`src/rtl/wb_cmd_initiator_pkg.sv`:
```
`default_nettype none
// ============================================================================
// Module  : wb_cmd_initiator_pkg
// Purpose : Shared types and constants for the Wishbone command initiator.
//           Defines the FSM state encoding, the packed command record stored
//           in the command FIFO, and the default timeout read-data pattern.
// Ports   : none (package)
// Rev     : 1.0  initial release
// ============================================================================
package wb_cmd_initiator_pkg;

    // Command record width: we(1) + adr(32) + dat(32) + sel(4)
    localparam int CMD_W = 1 + 32 + 32 + 4;

    localparam logic [31:0] ERR_DATA_DEFAULT = 32'hDEAD_BEEF;

    typedef enum logic [1:0] {
        ST_IDLE = 2'd0,
        ST_BUS  = 2'd1,
        ST_RESP = 2'd2
    } state_t;

    typedef struct packed {
        logic        we;
        logic [31:0] adr;
        logic [31:0] dat;
        logic [3:0]  sel;
    } cmd_t;

endpackage
`default_nettype wire

```
`src/rtl/wb_cmd_fifo.sv`:
```
`default_nettype none
// ============================================================================
// Module  : wb_cmd_fifo
// Purpose : Synchronous FIFO, DEPTH x WIDTH, registered full/empty flags and
//           no write-to-read bypass (a write is visible one cycle later).
// Ports   : clk, rst            clock, synchronous active-high reset
//           i_wr_en, i_wr_data  push request (ignored while full)
//           i_rd_en             pop request (ignored while empty)
//           o_rd_data           head entry
//           o_full, o_empty     registered status flags
// Rev     : 1.0  initial release
// ============================================================================
module wb_cmd_fifo #(
    parameter int DEPTH = 4,
    parameter int WIDTH = 69
) (
    input  logic             clk,
    input  logic             rst,
    input  logic             i_wr_en,
    input  logic [WIDTH-1:0] i_wr_data,
    input  logic             i_rd_en,
    output logic [WIDTH-1:0] o_rd_data,
    output logic             o_full,
    output logic             o_empty
);

    localparam int c_AW = $clog2(DEPTH);

    logic [WIDTH-1:0] r_mem [DEPTH];
    logic [c_AW:0]    r_wr_ptr;
    logic [c_AW:0]    r_rd_ptr;
    logic             r_full;
    logic             r_empty;

    logic             w_wr;
    logic             w_rd;
    logic [c_AW:0]    w_wr_ptr_nxt;
    logic [c_AW:0]    w_rd_ptr_nxt;

    assign w_wr = i_wr_en && !r_full;
    assign w_rd = i_rd_en && !r_empty;

    assign w_wr_ptr_nxt = r_wr_ptr + {{c_AW{1'b0}}, w_wr};
    assign w_rd_ptr_nxt = r_rd_ptr + {{c_AW{1'b0}}, w_rd};

    // Flags are computed from the next pointers so they can be registered;
    // the extra pointer MSB distinguishes full from empty.
    always_ff @(posedge clk) begin
        if (rst) begin
            r_wr_ptr <= '0;
            r_rd_ptr <= '0;
            r_full   <= 1'b0;
            r_empty  <= 1'b1;
        end else begin
            r_wr_ptr <= w_wr_ptr_nxt;
            r_rd_ptr <= w_rd_ptr_nxt;
            r_empty  <= (w_wr_ptr_nxt == w_rd_ptr_nxt);
            r_full   <= (w_wr_ptr_nxt[c_AW] != w_rd_ptr_nxt[c_AW]) &&
                        (w_wr_ptr_nxt[c_AW-1:0] == w_rd_ptr_nxt[c_AW-1:0]);
        end
    end

    always_ff @(posedge clk) begin
        if (w_wr) begin
            r_mem[r_wr_ptr[c_AW-1:0]] <= i_wr_data;
        end
    end

    assign o_rd_data = r_mem[r_rd_ptr[c_AW-1:0]];
    assign o_full    = r_full;
    assign o_empty   = r_empty;

endmodule
`default_nettype wire

```
`src/rtl/wb_cmd_initiator.sv`:
```
`default_nettype none
// ============================================================================
// Module  : wb_cmd_initiator
// Purpose : Wishbone classic-cycle bus master. Queued commands are issued as
//           single read/write cycles; each yields one response. Every cycle
//           is bounded by a timeout that returns ERR_DATA with rsp_err=1.
// Ports   : wb_clk_i, wb_rst_i          clock, synchronous active-high reset
//           cmd_valid/ready/we/adr/dat/sel  command push interface
//           rsp_valid/ready/dat/err     response interface
//           wbm_*                       Wishbone master signals
//           busy                        work queued or in flight
//           to_count                    saturating timeout counter
// Rev     : 1.0  initial release
// ============================================================================
module wb_cmd_initiator
    import wb_cmd_initiator_pkg::*;
#(
    parameter int          CMD_DEPTH = 4,
    parameter int          TIMEOUT   = 255,
    parameter logic [31:0] ERR_DATA  = ERR_DATA_DEFAULT
) (
    input  logic        wb_clk_i,
    input  logic        wb_rst_i,
    input  logic        cmd_valid,
    output logic        cmd_ready,
    input  logic        cmd_we,
    input  logic [31:0] cmd_adr,
    input  logic [31:0] cmd_dat,
    input  logic [3:0]  cmd_sel,
    output logic        rsp_valid,
    input  logic        rsp_ready,
    output logic [31:0] rsp_dat,
    output logic        rsp_err,
    output logic        wbm_cyc_o,
    output logic        wbm_stb_o,
    output logic        wbm_we_o,
    output logic [3:0]  wbm_sel_o,
    output logic [31:0] wbm_adr_o,
    output logic [31:0] wbm_dat_o,
    input  logic        wbm_ack_i,
    input  logic [31:0] wbm_dat_i,
    output logic        busy,
    output logic [15:0] to_count
);

    // Timer only has to reach TIMEOUT-1.
    localparam int             c_TW      = (TIMEOUT > 1) ? $clog2(TIMEOUT) : 1;
    localparam logic [c_TW-1:0] c_TO_LAST = c_TW'(TIMEOUT - 1);

    state_t            r_state, w_state_nxt;
    cmd_t              r_cmd, w_cmd_nxt;
    logic              r_cyc, w_cyc_nxt;
    logic [c_TW-1:0]   r_timer, w_timer_nxt;
    logic              r_rsp_valid, w_rsp_valid_nxt;
    logic [31:0]       r_rsp_dat, w_rsp_dat_nxt;
    logic              r_rsp_err, w_rsp_err_nxt;
    logic [15:0]       r_to_count, w_to_count_nxt;

    logic              w_pop;
    logic              w_full;
    logic              w_empty;
    logic [CMD_W-1:0]  w_head;
    cmd_t              w_push_cmd;

    assign w_push_cmd = '{we: cmd_we, adr: cmd_adr, dat: cmd_dat, sel: cmd_sel};

    wb_cmd_fifo #(
        .DEPTH (CMD_DEPTH),
        .WIDTH (CMD_W)
    ) u_fifo (
        .clk       (wb_clk_i),
        .rst       (wb_rst_i),
        .i_wr_en   (cmd_valid),
        .i_wr_data (w_push_cmd),
        .i_rd_en   (w_pop),
        .o_rd_data (w_head),
        .o_full    (w_full),
        .o_empty   (w_empty)
    );

    always_ff @(posedge wb_clk_i) begin
        if (wb_rst_i) begin
            r_state     <= ST_IDLE;
            r_cmd       <= '0;
            r_cyc       <= 1'b0;
            r_timer     <= '0;
            r_rsp_valid <= 1'b0;
            r_rsp_dat   <= '0;
            r_rsp_err   <= 1'b0;
            r_to_count  <= '0;
        end else begin
            r_state     <= w_state_nxt;
            r_cmd       <= w_cmd_nxt;
            r_cyc       <= w_cyc_nxt;
            r_timer     <= w_timer_nxt;
            r_rsp_valid <= w_rsp_valid_nxt;
            r_rsp_dat   <= w_rsp_dat_nxt;
            r_rsp_err   <= w_rsp_err_nxt;
            r_to_count  <= w_to_count_nxt;
        end
    end

    always_comb begin
        w_state_nxt     = r_state;
        w_cmd_nxt       = r_cmd;
        w_cyc_nxt       = r_cyc;
        w_timer_nxt     = r_timer;
        w_rsp_valid_nxt = r_rsp_valid;
        w_rsp_dat_nxt   = r_rsp_dat;
        w_rsp_err_nxt   = r_rsp_err;
        w_to_count_nxt  = r_to_count;
        w_pop           = 1'b0;

        case (r_state)
            ST_IDLE: begin
                if (!w_empty) begin
                    w_pop       = 1'b1;
                    w_cmd_nxt   = cmd_t'(w_head);
                    w_cyc_nxt   = 1'b1;
                    w_timer_nxt = '0;
                    w_state_nxt = ST_BUS;
                end
            end

            ST_BUS: begin
                // Ack is checked first so it wins over a same-cycle expiry.
                if (wbm_ack_i) begin
                    w_cyc_nxt       = 1'b0;
                    w_rsp_dat_nxt   = r_cmd.we ? 32'h0 : wbm_dat_i;
                    w_rsp_err_nxt   = 1'b0;
                    w_rsp_valid_nxt = 1'b1;
                    w_state_nxt     = ST_RESP;
                end else if (r_timer == c_TO_LAST) begin
                    w_cyc_nxt       = 1'b0;
                    w_rsp_dat_nxt   = ERR_DATA;
                    w_rsp_err_nxt   = 1'b1;
                    w_rsp_valid_nxt = 1'b1;
                    if (r_to_count != 16'hFFFF) begin
                        w_to_count_nxt = r_to_count + 16'd1;
                    end
                    w_state_nxt     = ST_RESP;
                end else begin
                    w_timer_nxt = r_timer + c_TW'(1);
                end
            end

            ST_RESP: begin
                if (rsp_ready) begin
                    w_rsp_valid_nxt = 1'b0;
                    w_state_nxt     = ST_IDLE;
                end
            end

            default: begin
                w_cyc_nxt   = 1'b0;
                w_state_nxt = ST_IDLE;
            end
        endcase
    end

    assign cmd_ready = !w_full;
    assign rsp_valid = r_rsp_valid;
    assign rsp_dat   = r_rsp_dat;
    assign rsp_err   = r_rsp_err;
    assign wbm_cyc_o = r_cyc;
    assign wbm_stb_o = r_cyc;
    assign wbm_we_o  = r_cmd.we;
    assign wbm_sel_o = r_cmd.sel;
    assign wbm_adr_o = r_cmd.adr;
    assign wbm_dat_o = r_cmd.dat;
    assign busy      = !w_empty || (r_state != ST_IDLE);
    assign to_count  = r_to_count;

endmodule
`default_nettype wire

```
`config.mk`:
```
export PLATFORM = sky130hd
export DESIGN_NAME = wb_cmd_initiator
export DESIGN_NICKNAME = d
export VERILOG_FILES = /design/src/rtl/wb_cmd_initiator_pkg.sv /design/src/rtl/wb_cmd_fifo.sv /design/src/rtl/wb_cmd_initiator.sv
export SDC_FILE = /design/constraint.sdc
export NUM_CORES = 1
export LEC_CHECK = 0
export BUFFER_PORTS_ARGS = -buffer_cell sky130_fd_sc_hd__clkbuf_2
export CAP_MARGIN = 20
export CORE_MARGIN = 2
export CORE_UTILIZATION = 49
export CTS_CLUSTER_DIAMETER = 200
export DETAILED_ROUTE_END_ITERATION = 10
export PLACE_DENSITY_LB_ADDON = 0.1
export SYNTH_ARGS = -nofsm -noshare
export SYNTH_HDL_FRONTEND = slang
export SYNTH_HIERARCHICAL = 1
export SYNTH_SLANG_ARGS = --single-unit
export TNS_END_PERCENT = 1
```
`constraint.sdc`:
```
create_clock -name wb_clk_i -period 8.3 [get_ports wb_clk_i]
set_clock_uncertainty 0.1 [all_clocks]
set_input_delay 0.83 -clock wb_clk_i [delete_from_list [all_inputs] [get_ports wb_clk_i]]
set_output_delay 0.83 -clock wb_clk_i [all_outputs]
set_load 0.01 [all_outputs]
```
==> metrics.md, run 1 <==
| Metric | Value |
|---|---|
| # Post-CTS Setup Buffers | 0 |
| Type of the worst setup path | flop to flop |
| Cell area after layout | approximately 18000 um2 |
| Largest net degree at the start of global routing | 74 |
| Fin crit period | between 3 and 4 ns |
| TritonCTS buffer count | 44 |
| Clock root buffer | clkbuf_16 |
| Total grt overflow | 0 |
| Commonest non-fill, non-tap cells in the layout | edfxtp_1 (276), clkbuf_2 (227), nand2_1 (147) |
| Flop pwr share | 0.490 |
| Sw frac | 0.241 |
| Most common cell after layout, fill and taps aside | edfxtp_1 |
| CTS tree | done |
| Initial Util | 0.494 |
| CP Max Fanout | 73 |
| Mapped Nets | about 1100 |
| Post-synthesis sequential area ratio | 0.712 |
| Initial detailed-routing violation count | approximately 420 |
| Final setup violation count | 0 |
| GR Layer Usage met3 | 0.0427 |
| Final Power | 4.97 mW |
| Via density | ~5.3 |
| Setup TNS | 0 ns |
| Final hold vios | 0 |
| Vias | 8801 |
| Cell Pwr Density | around 270 nW/um2 |
| Diodes inserted | 0 |
| RSZ-0062 raised after global routing | false |
| Critical Path Source Type | flop |
| Final ANT Viol Nets | 0 |
| Row cnt | 65 |
| Die Y | between 150 and 200 um |
| Hold_buf cts | 0 |
| Netlist Area Pre-Place | 15500 um2 |
| Gp weighted congestion | around 0.76 |
| Final wirelength | roughly 31 mm |
| Worst hold slack | 0.353 ns |
| Post-synth top flop | edfxtp_1 |
| Initial antenna violation count | 3 |
| Share of layout cells above drive strength 1 | 0.336 |
| Die width | between 150 and 200 um |
| Die area | 33100 um2 |
| Worst Setup End Kind | flop |
| I/O Pins | around 230 |
| Setup slack after layout | approximately 5.1 ns |
| Int Pwr | 3.77 mW |
| Wire per inst | between 15 and 20 um |
| Pre-CTS setup slack | 5.03 ns |
| Crit path required time | ~8.6 ns |
| Rel. slew slack | 0.289 |
| Clock power share | 0.385 |
| Fin. max-slew vios | 0 |
| Layout Cells excl Fill | roughly 1700 |
| Longest Clk Path Bufs | 3 |
| Async set-reset flop share out of synthesis | 0 |
| Synth warn | 6 |
| Pleak | approximately 6.6 nW |
| Met1 Track Usage GR | 0.264 |
| Achievable Freq | between 0.3 and 0.4 GHz |
| First-pass GRT wire length | between 40 and 50 mm |
| Drt first pass iters | 5 |
| Final Cycle Share | 0.388 |
| Vias in the first global route | ~8800 |
| Final core utilization | 0.588 |
| Crit path DAT | roughly 3.5 ns |
| NumNets Final | ~1300 |
| Resize count post-CTS | 0 |
| # port buffers | around 230 |
| Yosys cell types | 47 |
| DP Area | approximately 17000 um2 |
| # DRC | 0 |
| Worst-path clk slew | about 0.060 ns |
| Core area | ~31000 um2 |
| Worst Tran Pin Value | between 1 and 1.5 ns |
| DP Wirelength | 17.9 mm |
| Number of fill cells | approximately 2600 |
| Busiest layer in global routing | met2 |
| Worst-Skew Late Latency | between 0.5 and 0.6 ns |
| Tot GR Track Use | 0.190 |
| #FFs+latches synth | slightly above 400 |
| H-Tree Depth | 2 |
| Status | complete, no violations |
| Peak VDD IR | about 0.18 mV |
| Synth Area per Inst | 15.5 um2 |
| Syn Inst Count | 1000 |
| Maxcap violations | 0 |
| Placed instance count | between 1500 and 2000 |
| HP Class | flop to flop |
| GR Util met2 | 0.309 |
| Post-synth EDFFs | 276 |
| Num Clock Sinks | ~410 |
| Comb power frac | 0.125 |
| Area growth syn-to-layout | 19.0% |
| Sw Pwr | around 1.2 mW |
critical path: stages, from the launching register on:
cell	delay, ns
dfxtp_1	0.36
or3_4	0.74
inv_2	0.12
buf_4	0.71
nor2b_1	0.22
ha_1	0.15
ha_1	0.24
xor2_1	0.18
nor2_1	0.08
a21o_1	0.17
layer usage:
| metal | part of all wire | vias up |
|---|---|---|
| met5 | 0.00077 | - |
| met4 | 0.016 | 4 |
| met3 | 0.062 | 42 |
| met2 | 0.47 | 245 |
| met1 | 0.45 | 4317 |
| li1 | - | 4193 |
synth_stat cells (all sizes together) (13+ instances only):
library cell | count | area share
mux4 | 69 | 0.10
a211oi | 24 | 0.018
edfxtp | 276 | 0.53
nand2b | 25 | 0.010
xnor2 | 15 | 0.0085
a21oi | 77 | 0.025
nand2 | 147 | 0.036
nor2 | 60 | 0.016
dfxtp | 138 | 0.18
buf | 29 | 0.015
nand3 | 13 | 0.0042
clkbuf | 30 | 0.0073
power by group through the flow:
stage / logic [mW] / clock network [mW] / registers [mW]
CTS: 0.629 / 1.96 / 2.44
finish: 0.623 / 1.91 / 2.43
floorplan: 0.397 / 0 / 2.49
detailed placement: 0.627 / 0 / 2.48
global route: 0.694 / 2.04 / 2.45
global placement: 0.621 / 0 / 2.48
layout make-up:
| class | count | area (um2) | share of cell area |
|---|---|---|---|
| Sequential cell | 414 | 11100 | 0.599 |
| Multi-Input combinational cell | 522 | 4130 | 0.224 |
| Timing Repair Buffer | 242 | 1320 | 0.0715 |
| Clock buffer | 62 | 1270 | 0.0688 |
| Tap cell | 402 | 503 | 0.0272 |
| Clock inverter | 18 | 164 | 0.00887 |
| Inverter | 5 | 18.8 | 0.00102 |
sequential cells by signal (all words and copies together), names as in the netlist, 2 cells and up:
| name | cells |
|---|---|
| wbm_dat_o | 32 |
| to_count | 16 |
| u_fifo/r_mem | 276 |
| wbm_sel_o | 4 |
| rsp_dat | 32 |
| r_timer | 8 |
| r_state | 2 |
| u_fifo/r_wr_ptr | 3 |
| u_fifo/r_rd_ptr | 3 |
| wbm_adr_o | 32 |
cell families (layout without fill, tap and decap cells):
group | after synthesis | after routing | share of synthesized area
compound gates | 119 | 119 | 0.0510
xor+xnor | 23 | 23 | 0.0130
fa+ha+maj | 7 | 7 | 0.00564
buf+inv | 64 | 327 | 0.0230
flops | 414 | 414 | 0.712
mux | 71 | 71 | 0.102
simple gates | 302 | 302 | 0.0935
final timing paths:
path,end,from,slack [ns],depth (start not counted)
hold reg to reg,wbm_dat_o[6],wbm_dat_o[6],0.35,2
setup reg to reg,u_fifo/o_empty,r_state[1],5.08,9
hold / removal,wbm_dat_o[6],wbm_dat_o[6],0.35,2
setup / recovery,u_fifo/o_empty,r_state[1],5.08,9
Power figures use the tool's default switching activity.
==> run 2, diff against run 1 <==
- clock period: 8.3 -> 2.6 ns (I/O delays scaled with it)
==> run 2 against run 1 <==
Effect of this change: worst setup slack got worse by 4.5 ns; fmax rose by 56%; largest cell class unchanged; hold slack got worse by 0.30 ns; final cell count rose by 6.9%; clock-buffer cell count fell by 4; via count rose by 4.8%; combinational power rose to 3.5 times the previous value.
==> metrics.md, run 2 (synthesized netlist as in run 1, its figures left out) <==
| Metric | Value |
|---|---|
| Pleak | 7.04 nW |
| Crit path required time | about 2.9 ns |
| Final setup violation count | 0 |
| Rel. slew slack | 0.375 |
| Initial detailed-routing violation count | around 470 |
| Vias in the first global route | 9381 |
| Type of the worst setup path | flop to flop |
| First-pass GRT wire length | slightly above 50 mm |
| Vias | ~9200 |
| Final ANT Viol Nets | 0 |
| Critical Path Source Type | flop |
| Setup slack after layout | 0.531 ns |
| Wire per inst | about 18 um |
| Maxcap violations | 0 |
| Final hold vios | 0 |
| Drt first pass iters | 4 |
| Final Cycle Share | 0.796 |
| Largest net degree at the start of global routing | 73 |
| Die Y | around 180 um |
| Largest register FFs | around 280 |
| Die width | around 180 um |
| RSZ-0062 raised after global routing | false |
| Most common cell after layout, fill and taps aside | edfxtp_1 |
| Num Clock Sinks | ~410 |
| Commonest non-fill, non-tap cells in the layout | edfxtp_1 (276), clkbuf_2 (227), nand2_1 (147) |
| Worst Setup End Kind | flop |
| Via density | just over 5 |
| CTS tree | done |
| I/O Pins | between 200 and 250 |
| DP Area | around 17000 um2 |
| Pre-CTS setup slack | 0.506 ns |
| Number of fill cells | ~2400 |
| Area growth syn-to-layout | 26.3% |
| Resize count post-CTS | 0 |
| Share of layout cells above drive strength 1 | 0.319 |
| Peak VDD IR | 0.628 mV |
| # DRC | 0 |
| Worst Tran Pin Value | about 0.94 ns |
| H-Tree Depth | 2 |
| # port buffers | 228 |
| Initial Util | 0.494 |
| Worst hold slack | around 0.05 ns |
| Initial antenna violation count | 2 |
| Tot GR Track Use | 0.196 |
| Core area | between 30000 and 40000 um2 |
| HP Class | input pin to flop |
| Final Power | between 15 and 20 mW |
| Fin. max-slew vios | 0 |
| Longest Clk Path Bufs | 3 |
| Die area | between 30000 and 40000 um2 |
| Achievable Freq | just under 0.5 GHz |
| Clock root buffer | clkbuf_16 |
| Setup TNS | 0 ns |
| Cell Pwr Density | ~800 nW/um2 |
| Row cnt | 65 |
| # Post-CTS Setup Buffers | 0 |
| DP Wirelength | 18.5 mm |
| Worst-Skew Late Latency | 0.54 ns |
| Crit path DAT | 2.38 ns |
| Final wirelength | ~32 mm |
| Total grt overflow | 0 |
| CP Max Fanout | 7 |
| Status | complete, no violations |
| Cell area after layout | between 15000 and 20000 um2 |
| Hold_buf cts | about 100 |
| NumNets Final | approximately 1500 |
| Gp weighted congestion | 0.743 |
| Worst-path clk slew | 0.06 ns |
| Fin crit period | slightly above 2 ns |
| TritonCTS buffer count | 43 |
## run 2: changes by cell type in the layout (fill, tap and decap cells not counted), sizes merged
cell         before  now
clkinvlp          0    1
diode             0    2
clkinv           15   17
clkbuf          289  285
inv               5    6
dlygate4sd3       0  102
buf              15   26
## run 2: through the flow
step	cells	util
floorplan	1000	-
global placement	1596	0.548
detailed placement	1596	0.548
CTS	1778	0.624
global route	1780	0.624
finish	1780	0.624
## run 2: per-layer routing
metal | wire [um] | global-route usage
met2 | 15900 | 0.330
met1 | 14000 | 0.261
met3 | 1900 | 0.0423
met5 | 0 | 0
met4 | 608 | 0.0513
## run 2: path summary, 6_finish.rpt
kind                 from             to  slack (ns)  depth (start not counted)
max            r_state[1]  u_fifo/o_full        0.53                          8
min              wb_rst_i    rsp_dat[24]        0.05                          2
max reg2reg    r_state[1]  u_fifo/o_full        0.53                          8
min reg2reg  wbm_sel_o[1]   wbm_sel_o[1]        0.35                          2
## run 2: power breakdown
part | leakage [nW] | switching (mW) | internal, mW | total [mW]
Sequential | 3.66 | 0.247 | 7.52 | 7.76
Combinational | 2.70 | 1.21 | 0.975 | 2.18
Clock | 0.677 | 2.42 | 3.50 | 5.92
Total | 7.04 | 3.88 | 12.0 | 15.9
## run 2: layout make-up
type	count	area, um2	share of cell area
antenna	2	5.00	0.000255
clock buffer	58	1180	0.0604
clock inverter	22	194	0.00989
inverter	5	18.8	0.000957
multi-input combinational	522	4150	0.212
sequential	414	11100	0.564
tap	402	503	0.0257
timing repair buffer	355	2490	0.127
## run 2: worst max-delay path, stage by stage, from the launching register on
cell and delay (ns):
dfxtp_1 0.35, or3_4 0.41, inv_2 0.06, nor2b_1 0.13
ha_1 0.15, ha_1 0.15, xnor2_1 0.17, xnor2_1 0.13
nor4_1 0.31
